===== src/rtl/instr_encoder.sv =====
// instr_encoder: packs abstract RV32I operations (R-type, lw, sw, beq) into
// 32-bit instruction words and streams them out through a 2-entry FIFO.
// Illegal immediates are rejected at accept and only counted.
module instr_encoder (
    input  logic               clk,
    input  logic               rst,
    input  logic               in_valid,
    output logic               in_ready,
    input  logic [1:0]         in_op,
    input  logic [4:0]         in_rd,
    input  logic [4:0]         in_rs1,
    input  logic [4:0]         in_rs2,
    input  logic [2:0]         in_funct3,
    input  logic [6:0]         in_funct7,
    input  logic signed [12:0] in_imm,
    output logic               out_valid,
    input  logic               out_ready,
    output logic [31:0]        out_instr,
    output logic [15:0]        emit_count,
    output logic [7:0]         err_count,
    output logic               err_sticky
);

    localparam logic [1:0] OP_R   = 2'b00;
    localparam logic [1:0] OP_LW  = 2'b01;
    localparam logic [1:0] OP_SW  = 2'b10;
    localparam logic [1:0] OP_BEQ = 2'b11;

    localparam logic [6:0] OPC_R    = 7'b0110011;
    localparam logic [6:0] OPC_LOAD = 7'b0000011;
    localparam logic [6:0] OPC_STOR = 7'b0100011;
    localparam logic [6:0] OPC_BR   = 7'b1100011;

    // Pack one operation into its RV32I word; fields unused by the op are dropped.
    function automatic logic [31:0] encode(
        input logic [1:0]         op,
        input logic [4:0]         rd,
        input logic [4:0]         rs1,
        input logic [4:0]         rs2,
        input logic [2:0]         f3,
        input logic [6:0]         f7,
        input logic signed [12:0] imm
    );
        logic [31:0] w;
        case (op)
            OP_R:    w = {f7, rs2, rs1, f3, rd, OPC_R};
            OP_LW:   w = {imm[11:0], rs1, 3'b010, rd, OPC_LOAD};
            OP_SW:   w = {imm[11:5], rs2, rs1, 3'b010, imm[4:0], OPC_STOR};
            default: w = {imm[12], imm[10:5], rs2, rs1, 3'b000, imm[4:1], imm[11], OPC_BR};
        endcase
        return w;
    endfunction

    // lw/sw offsets must fit 12 signed bits; branch offsets must be even.
    function automatic logic is_reject(
        input logic [1:0]         op,
        input logic signed [12:0] imm
    );
        logic r;
        case (op)
            OP_LW, OP_SW: r = (imm[12] != imm[11]);
            OP_BEQ:       r = imm[0];
            default:      r = 1'b0;
        endcase
        return r;
    endfunction

    logic [1:0]  count_q, count_d;
    logic [31:0] mem0_q, mem0_d;      // FIFO head
    logic [31:0] mem1_q, mem1_d;      // second entry
    logic [15:0] emit_count_q, emit_count_d;
    logic [7:0]  err_count_q, err_count_d;
    logic        err_sticky_q, err_sticky_d;

    logic        accept;
    logic        reject;
    logic        push;
    logic        pop;
    logic [31:0] word;

    // Ready/valid come only from registered occupancy, never from out_ready.
    assign in_ready   = (count_q != 2'd2);
    assign out_valid  = (count_q != 2'd0);
    assign out_instr  = out_valid ? mem0_q : 32'h0;
    assign emit_count = emit_count_q;
    assign err_count  = err_count_q;
    assign err_sticky = err_sticky_q;

    // Handshake decode, FIFO next-state and counter updates.
    always_comb begin
        accept       = in_valid && in_ready;
        reject       = is_reject(in_op, in_imm);
        push         = accept && !reject;
        pop          = out_valid && out_ready;
        word         = encode(in_op, in_rd, in_rs1, in_rs2, in_funct3, in_funct7, in_imm);

        count_d      = count_q;
        mem0_d       = mem0_q;
        mem1_d       = mem1_q;
        emit_count_d = emit_count_q;
        err_count_d  = err_count_q;
        err_sticky_d = err_sticky_q;

        // Pop shifts the second entry forward; push lands in the first free
        // slot as seen after the pop.
        if (pop) begin
            mem0_d = mem1_q;
        end
        if (push) begin
            if (count_q == 2'd1 && !pop) begin
                mem1_d = word;
            end else begin
                mem0_d = word;
            end
        end

        case ({push, pop})
            2'b10:   count_d = count_q + 2'd1;
            2'b01:   count_d = count_q - 2'd1;
            default: count_d = count_q;
        endcase

        if (pop) begin
            emit_count_d = emit_count_q + 16'd1;
        end
        if (accept && reject) begin
            err_sticky_d = 1'b1;
            if (err_count_q != 8'hFF) begin
                err_count_d = err_count_q + 8'd1;
            end
        end
    end

    // Control state: occupancy and counters, cleared by reset.
    always_ff @(posedge clk) begin
        if (rst) begin
            count_q      <= 2'd0;
            emit_count_q <= 16'd0;
            err_count_q  <= 8'd0;
            err_sticky_q <= 1'b0;
        end else begin
            count_q      <= count_d;
            emit_count_q <= emit_count_d;
            err_count_q  <= err_count_d;
            err_sticky_q <= err_sticky_d;
        end
    end

    // FIFO storage; contents are masked by occupancy so no reset is needed.
    always_ff @(posedge clk) begin
        mem0_q <= mem0_d;
        mem1_q <= mem1_d;
    end

endmodule


===== config.mk =====
export PLATFORM = sky130hd
export DESIGN_NAME = instr_encoder
export DESIGN_NICKNAME = d
export VERILOG_FILES = /design/src/rtl/instr_encoder.sv
export SDC_FILE = /design/constraint.sdc
export NUM_CORES = 1
export LEC_CHECK = 0
export CELL_PAD_IN_SITES_DETAIL_PLACEMENT = 1
export CELL_PAD_IN_SITES_GLOBAL_PLACEMENT = 1
export CORE_ASPECT_RATIO = 1.1
export CORE_MARGIN = 10
export CORE_UTILIZATION = 41
export CTS_BUF_LIST = sky130_fd_sc_hd__clkbuf_8
export CTS_CLUSTER_SIZE = 28
export DETAILED_ROUTE_END_ITERATION = 6
export GPL_TIMING_DRIVEN = 0
export PLACE_DENSITY_LB_ADDON = 0.1
export RECOVER_POWER = 100
export SLEW_MARGIN = 20
export SYNTH_ARGS = -nofsm -noshare
export SYNTH_HDL_FRONTEND = slang
export SYNTH_SLANG_ARGS = --single-unit

===== constraint.sdc =====
create_clock -name clk -period 6.6 [get_ports clk]
set_clock_uncertainty 0.2 [all_clocks]
set_input_delay 1.32 -clock clk [delete_from_list [all_inputs] [get_ports clk]]
set_output_delay 1.32 -clock clk [all_outputs]
set_load 0.1 [all_outputs]

# After elaboration in Yosys (flattened, before gate mapping)
# Cells that the tools add are included.
dict set report op_classes {
  muxes 7
  n_eq_ne 9
  addsub 4
  n_reduce_logical 13
}
# op n
set op_table {}
lappend op_table {{$mux 32} 4}
lappend op_table {{$pmux 32 s3} 1}
lappend op_table {{$add 16x1->16 const B} 1}
lappend op_table {{$add 8x1->8 const B} 1}
lappend op_table {{$ne 8x8->1 const B} 1}
lappend op_table {{$eq 2x1->1 const B} 3}
lappend op_table {{$eq 2x2->1 const B} 3}
lappend op_table {{$logic_and 1x1->1} 5}
lappend op_table {{$pmux 2 s2} 1}
lappend op_table {{$reduce_and 2->1} 2}
lappend op_table {{$reduce_bool 2->1} 2}
lappend op_table {{$add 2x1->2 const B} 1}
lappend op_table {{$logic_not 1->1} 2}
lappend op_table {{$logic_not 2->1} 1}
lappend op_table {{$ne 2x2->1 const B} 1}
lappend op_table {{$pmux 1 s2} 1}
lappend op_table {{$reduce_or 2->1} 1}
lappend op_table {{$sub 2x1->2 const B} 1}
lappend op_table {{$ne 1x1->1} 1}
dict set report word_totals {
  output_inout_bits 59
  input_bits 44
  reg_bits 91
  word_cells 39
}

# Logic depth before layout (Yosys ltp)
# Gate-level depths: netlist (run 1).
dict set report logic_depth {
  ltp_word 7
  mapped_depth 10
  depth_no_buf 8
}

# Least setup slack after synthesis (run 1)
# OpenSTA, ideal clock, no wires.
dict set report synth_path {
  path_type {input to register}
  from {input in_op[0]}
  to {register mem1_q[10] (enable)}
  n_path_buf 1
  path_slack_ps 2561
  t_arrival_ps 3426
  path_stages 6
  setup_ps 413
  required_time_ps 5987
  path_cell_list {inv_1 > ha_1 > nand2b_4 > o2111ai_2 > clkbuf_1 > nor2_1}
}
dict set report synth_via {
  elab_chain_cells 6
  word_cells_on_any_way 8
  classes_between {3 x eq/ne; 1 x mux; 4 x reduce/logical}
}
# element line_no
set synth_rtl {}
lappend synth_rtl {{from (decl)} 9} ;# input logic [1:0] in_op,
lappend synth_rtl {{$eq 2x2->1 / $eq 2x1->1 (equally long branches)} 60} ;# case (op)
lappend synth_rtl {{$reduce_or 2->1} 60}
lappend synth_rtl {{$pmux 1 s2 *} 60}
lappend synth_rtl {{$logic_not 1->1 *} 93} ;# push = accept && !reject;
lappend synth_rtl {{$logic_and 1x1->1 *} 93}
lappend synth_rtl {{$reduce_and 2->1 (no source line) *} --}
lappend synth_rtl {{to (signal assigned)} 152} ;# mem1_q <= mem1_d;
lappend synth_rtl {{to (decl)} 70} ;# logic [31:0] mem1_q, mem1_d;
# Every way passes the cells marked *; elsewhere a longest branch is shown, timed or not.
# A chain may end at the register's enable or synchronous reset.

# Worst setup path in the final report (run 1)
dict set report layout_path {
  from {input in_op[0]}
  to {register mem1_q[6] (enable)}
}
# The elaborated chain is that of the path after synthesis.

==> results.cfg, run 1 <==
[outcome]
run_status = finished clean

[placement]
dp.final_hpwl_microns = 8950
gp_congestion = 0.812
quantity_of_i_o_buffers_inserted_on_ports = 101

[job]
max_cap_violations = 0

[power_and_ir_drop]
cellLeakagePower_nw = 2.24
intPower_w = 0.00121
pwr-share-seq = 0.285
power_frac_comb = 0.574
power.share.clock = 0.141
power.density_cell_area_nw_per_um2 = 475
switching_share = 0.527
net-switching-power_w = 0.00135
irDropWorstVdd_mv = 0.283

[global_route]
grt_remaining_overflow = 0
initial_antenna_violation_count = 0
largest_net_degree_at_the_start_of_global_routing = 22
grt_pass1_wl_microns = 19000
grt_pass1_vias = 3792
globalRouteTotalUtil = 0.163

[floorplanning]
die_h_microns = 125
die_area_sq_um = 14300
core_sq_um = 9790
start_util = 0.416
num_io_pins = 103
die_w_microns = 115
rows = 38

[timing]
hold_viol = 0
report.final.setup_viol = 0
rsz0062_at_grt = false
max_freq_mhz = 199
slew_headroom = 0.140
maxSlewViolCount = 0
post_route_setup_tns_ns = 0
final.period_utilization = 0.762
finalHoldWorstSlack_ns = 0.251
max_slew.worst_pin.slew_ns = 1.29
fin_crit_ns = 5.03

[clock_network]
post-cts-setup-buffer-count = 0
ctsHtreeMaxLevel = 3
post_cts.resized_instances = 0
clkTransAtPathRegs_ns = 0.09
clock_latency_ns = 0.35
cts.path.max_buffers = 2
cts.hold.buffers_added = 0
cts_tree = done
cts_inserted_buffers = 9
cts_root_buffer = sky130_fd_sc_hd__clkbuf_8
clock_sinks = 87

[drt]
drt_first_pass_iters = 4
detail-route-antenna-nets = 0
drt_iter0_drc = 164
avgViaCountPerCell = 5.28
routed_wire_length_per_instance_microns = 17.8
dr_total_vias = 3466
route.detailed.drc = 0
wl_microns = 11700

[layout]
drive_above_1_share = 0.0596
finalNetCount = 588
area_of_the_multi_input_gates_sq_um = 1880
layout_common_cells = sky130_fd_sc_hd__nand2_1 (85), sky130_fd_sc_hd__dlygate4sd3_1 (66), sky130_fd_sc_hd__dfxtp_1 (59)
num_antenna_cells = 0
register_area_sq_um = 2020
fillerInstances = 1143
layout_commonest_cell = sky130_fd_sc_hd__nand2_1
area_growth_pct = 31.9

[setup_path]
path_max_fanout = 21
crit_path_end_kind = flop
timing.critical_path.arrival_ns = 4.79
setup.worst_path.class = in2reg
critical_path_required_ns = 6.36
worst_setup_path_start_kind = input port

[hold_path]
path_category_of_the_worst_min_delay_check = reg2reg

[synthesis]
netlist_instances = 419
post_synth_instance_area_sq_um = 4080
post_synth_num_cell_types = 40
yosys_warnings = 0
total_of_flip_flops_plus_latches_after_synthesis = 87
synth.yosys.seq_area_share = 0.496
synthesis.area_per_instance_sq_um = 9.73
synth_fp_nets = 475
power by group through the flow:
stage | logic, W | clock network (W) | registers (W)
after floorplan | 0.00114 | 0 | 0.000757
final | 0.00147 | 0.000360 | 0.000729
after global placement | 0.00151 | 0 | 0.000735
after detailed placement | 0.00154 | 0 | 0.000741
after global routing | 0.00156 | 0.000388 | 0.000743
after CTS | 0.00155 | 0.000367 | 0.000729
sequential cells by signal, summed over array words and instances (netlist names):
signal,flops
mem1_q,28
mem0_q,32
count_q,2
emit_count,16
err_sticky,1
err_count,8
layout make-up:
class / count / share of cell area
clock buffer: 9 / 0.0230
clock inverter: 7 / 0.0109
tap: 120 / 0.0279
inverter: 11 / 0.00767
buffer: 24 / 0.0170
timing repair buffer: 102 / 0.189
multi-input combinational: 297 / 0.349
sequential: 87 / 0.376
worst max-delay path: stages:
cell                            delay [ns]
sky130_fd_sc_hd__dlygate4sd3_1        0.64
sky130_fd_sc_hd__inv_1                0.12
sky130_fd_sc_hd__ha_1                 0.35
sky130_fd_sc_hd__nand2b_2             0.09
sky130_fd_sc_hd__o2111ai_1            0.28
sky130_fd_sc_hd__clkbuf_1             0.34
sky130_fd_sc_hd__nor2_1               0.63
sky130_fd_sc_hd__clkbuf_1             1.01
cell families after synthesis:
| kind of cell | after synthesis | synth area share |
|---|---|---|
| AND/OR/NAND/NOR | 194 | 0.243 |
| flip-flops | 87 | 0.496 |
| AO/OA/AOI/OAI | 55 | 0.0982 |
| buffers and inverters | 35 | 0.0377 |
| multiplexers | 20 | 0.0543 |
| XOR/XNOR | 16 | 0.0344 |
| adder cells (fa/ha/maj) | 12 | 0.0368 |
synthesized netlist by cell type:
cell type | instances | area (sq um)
sky130_fd_sc_hd__nand2_1 | 85 | 319
sky130_fd_sc_hd__dfxtp_1 | 59 | 1180
sky130_fd_sc_hd__nor2b_1 | 34 | 213
sky130_fd_sc_hd__edfxtp_1 | 28 | 841
sky130_fd_sc_hd__nor2_1 | 21 | 78.8
sky130_fd_sc_hd__mux2_2 | 17 | 191
sky130_fd_sc_hd__clkbuf_1 | 16 | 60.1
sky130_fd_sc_hd__a22o_1 | 15 | 131
sky130_fd_sc_hd__xor2_1 | 14 | 123
sky130_fd_sc_hd__ha_1 | 12 | 150
sky130_fd_sc_hd__a21oi_1 | 11 | 55.1
sky130_fd_sc_hd__a31oi_1 | 11 | 68.8
sky130_fd_sc_hd__inv_1 | 11 | 41.3
sky130_fd_sc_hd__nor3b_1 | 11 | 82.6
sky130_fd_sc_hd__nand4_1 | 9 | 56.3
sky130_fd_sc_hd__o21ai_0 | 7 | 35.0
sky130_fd_sc_hd__buf_2 | 6 | 30.0
sky130_fd_sc_hd__or3_1 | 6 | 37.5
sky130_fd_sc_hd__nand3_1 | 4 | 20.0
sky130_fd_sc_hd__o31ai_1 | 4 | 30.0
sky130_fd_sc_hd__or4_1 | 4 | 30.0
sky130_fd_sc_hd__and2_1 | 3 | 18.8
sky130_fd_sc_hd__and3_1 | 3 | 18.8
sky130_fd_sc_hd__and4_1 | 3 | 26.3
sky130_fd_sc_hd__mux2i_1 | 3 | 30.0
sky130_fd_sc_hd__nand2b_1 | 3 | 18.8
sky130_fd_sc_hd__nand3b_1 | 3 | 22.5
sky130_fd_sc_hd__and4b_1 | 2 | 20.0
sky130_fd_sc_hd__buf_6 | 2 | 22.5
sky130_fd_sc_hd__xnor2_1 | 2 | 17.5
sky130_fd_sc_hd__a211oi_1 | 1 | 7.51
sky130_fd_sc_hd__a21o_1 | 1 | 7.51
sky130_fd_sc_hd__nand2b_4 | 1 | 13.8
sky130_fd_sc_hd__nand4b_1 | 1 | 8.76
sky130_fd_sc_hd__o2111ai_2 | 1 | 15.0
sky130_fd_sc_hd__o211a_1 | 1 | 10.0
sky130_fd_sc_hd__o311ai_0 | 1 | 8.76
sky130_fd_sc_hd__o32a_4 | 1 | 22.5
sky130_fd_sc_hd__o41ai_1 | 1 | 8.76
sky130_fd_sc_hd__or2_2 | 1 | 6.26
worst paths after layout:
kind,startpoint,endpoint,slack (ns),cells after the start
min reg2reg,mem0_q[0],mem0_q[0],0.25,1
min,mem0_q[0],mem0_q[0],0.25,1
max,in_op[0],mem1_q[6],1.57,8
max reg2reg,count_q[0],mem1_q[6],2.76,8
metrics by stage:
step | util | total power (W) | setup slack (ns) | instances | cell area [sq um]
after floorplan | - | 0.00189 | 2.56 | 419 | 4080
after global placement | 0.535 | 0.00224 | 1.03 | 640 | 5240
after detailed placement | 0.539 | 0.00229 | 2.33 | 641 | 5280
after CTS | 0.557 | 0.00264 | 2.19 | 657 | 5460
after global routing | 0.549 | 0.00269 | 1.30 | 657 | 5380
final | 0.549 | 0.00256 | 1.57 | 657 | 5380
metal layers:
layer	share of wire	GRT usage	vias to the layer above
met5	0	0	-
met4	0.016	0.0569	0
met3	0.050	0.0376	14
met2	0.51	0.287	78
met1	0.43	0.184	1700
li1	-	-	1674
Power figures use the tool's default switching activity.
==> run 2: changes to the inputs <==
--- a/config.mk
+++ b/config.mk
@@ -9,7 +9,7 @@
 export CELL_PAD_IN_SITES_GLOBAL_PLACEMENT = 1
 export CORE_ASPECT_RATIO = 1.1
 export CORE_MARGIN = 10
-export CORE_UTILIZATION = 41
+export CORE_UTILIZATION = 35
 export CTS_BUF_LIST = sky130_fd_sc_hd__clkbuf_8
 export CTS_CLUSTER_SIZE = 28
 export DETAILED_ROUTE_END_ITERATION = 6
==> constraint.sdc (replaced) <==
create_clock -name clk -period 4.3 [get_ports clk]
set_clock_uncertainty 0.2 [all_clocks]
set_input_delay 0.86 -clock clk [delete_from_list [all_inputs] [get_ports clk]]
set_output_delay 0.86 -clock clk [all_outputs]
set_load 0.1 [all_outputs]
==> results.cfg, run 2 (synthesis gave the netlist of run 1 again) <==
[global_route]
globalRouteTotalUtil = 0.145
largest_net_degree_at_the_start_of_global_routing = 23
groute.layer.met3.usage = 0.0440
use_met1 = 0.166
initial_antenna_violation_count = 1
grt_pass1_vias = 3743
grt_pass1_wl_microns = 19000
gr-max-usage-layer = met2
grt_remaining_overflow = 0
gr-usage-met2 = 0.247

[placement]
gp_congestion = 0.770
quantity_of_i_o_buffers_inserted_on_ports = 101
dp.final_hpwl_microns = 8770
place_ws_ns = 0.519
placed_cells_incl_taps = 671
placed_area_sq_um = 5310

[layout]
drive_above_1_share = 0.0633
regMostFlops = mem0_q
layout_common_cells = sky130_fd_sc_hd__nand2_1 (85), sky130_fd_sc_hd__dlygate4sd3_1 (66), sky130_fd_sc_hd__dfxtp_1 (59)
area_growth_pct = 33.5
post-route-util = 0.476
number_of_flip_flops_under_the_largest_register_name = 32
fin_area_sq_um = 5440
final-instance-count-excl-fill = 688
layout_commonest_cell = sky130_fd_sc_hd__nand2_1
fillerInstances = 1333
finalNetCount = 588

[hold_path]
path_category_of_the_worst_min_delay_check = reg2reg

[clock_network]
clkTransAtPathRegs_ns = 0.09
clock_sinks = 87
cts_tree = done
cts.path.max_buffers = 2
ctsHtreeMaxLevel = 3
post_cts.resized_instances = 0
cts_inserted_buffers = 9
cts.hold.buffers_added = 0
cts_root_buffer = sky130_fd_sc_hd__clkbuf_8
post-cts-setup-buffer-count = 0
clock_latency_ns = 0.36

[timing]
max_freq_mhz = 249
fin_crit_ns = 4.01
report.final.setup_viol = 0
rsz0062_at_grt = false
final.period_utilization = 0.933
hold_viol = 0
timing.final.ws_setup_ns = 0.289
slew_headroom = 0.311
max_slew.worst_pin.slew_ns = 1.03
maxSlewViolCount = 0

[setup_path]
setup.worst_path.class = reg2out
worst_setup_path_start_kind = flop
timing.critical_path.arrival_ns = 2.95
crit_path_end_kind = output port
path_max_fanout = 10
critical_path_required_ns = 3.24

[job]
max_cap_violations = 0

[floorplanning]
rows = 41
die_w_microns = 123
die_area_sq_um = 16400
start_util = 0.357
die_h_microns = 133
core_sq_um = 11400
num_io_pins = 103

[outcome]
run_status = finished clean

[drt]
detail-route-antenna-nets = 0
drt_first_pass_iters = 4
wl_microns = 11600
routed_wire_length_per_instance_microns = 16.8
dr_total_vias = 3439
drt_iter0_drc = 165
route.detailed.drc = 0
avgViaCountPerCell = 5.00

[power_and_ir_drop]
post_route_total_power_w = 0.00394
power.density_cell_area_nw_per_um2 = 723
irDropWorstVdd_mv = 0.302
cellLeakagePower_nw = 2.24
-- run 2: cell types whose count changed in the layout (fill, tap and decap cells not counted) --
cell and change:
sky130_fd_sc_hd__inv_4 +1, sky130_fd_sc_hd__buf_12 +1, sky130_fd_sc_hd__clkbuf_1 -2, sky130_fd_sc_hd__buf_2 +1, sky130_fd_sc_hd__clkinv_1 +2, sky130_fd_sc_hd__inv_1 -2, sky130_fd_sc_hd__clkinv_2 -2, sky130_fd_sc_hd__diode_2 +1
sky130_fd_sc_hd__clkinv_4 +1
-- run 2: metrics by stage --
| step | setup TNS [ns] | hold slack, ns |
|---|---|---|
| 3_3_place_gp | -25.45 | 0.224 |
| 2_1_floorplan | 0 | 0.207 |
| 5_1_grt | 0 | 0.262 |
| 4_1_cts | 0 | 0.252 |
| 3_5_place_dp | 0 | 0.232 |
| 6_report | 0 | 0.247 |
-- run 2: worst max-delay path: stages, from the launching register on --
cell and delay, ns:
sky130_fd_sc_hd__dfxtp_1 0.39, sky130_fd_sc_hd__inv_1 0.08, sky130_fd_sc_hd__ha_1 0.31, sky130_fd_sc_hd__clkbuf_1 0.34, sky130_fd_sc_hd__nor2b_1 0.24, sky130_fd_sc_hd__dlygate4sd3_1 1.23
-- run 2: layer usage --
layer | wire length (microns) | vias to the layer above
met4 | 163 | 0
met3 | 738 | 14
met1 | 4850 | 1665
met2 | 5840 | 72
met5 | 0 | -
li1 | - | 1688
-- run 2: report_power, final --
part | switching, W | internal (W)
clock | 0.000298 | 0.000264
sequential | 0.0000830 | 0.00104
combinational | 0.00169 | 0.000566
total | 0.00207 | 0.00187
-- run 2: layout make-up --
| class | instances | area, sq um | area share |
|---|---|---|---|
| multi-input combinational | 297 | 1880 | 0.345 |
| tap | 150 | 188 | 0.0345 |
| clock buffer | 9 | 124 | 0.0228 |
| timing repair buffer | 102 | 1030 | 0.189 |
| buffer | 24 | 92.6 | 0.0170 |
| clock inverter | 7 | 63.8 | 0.0117 |
| sequential | 87 | 2020 | 0.371 |
| inverter | 11 | 41.3 | 0.00758 |
| antenna | 1 | 2.50 | 0.000460 |
-- run 2: final timing paths --
check                                start      endpoint  slack [ns]  cells after the start
worst min-delay path            err_sticky    err_sticky        0.25                      2
worst min register to register  err_sticky    err_sticky        0.25                      2
worst max register to register  count_q[1]    mem1_q[17]        1.28                      8
worst max-delay path            count_q[0]  out_instr[2]        0.29                      5
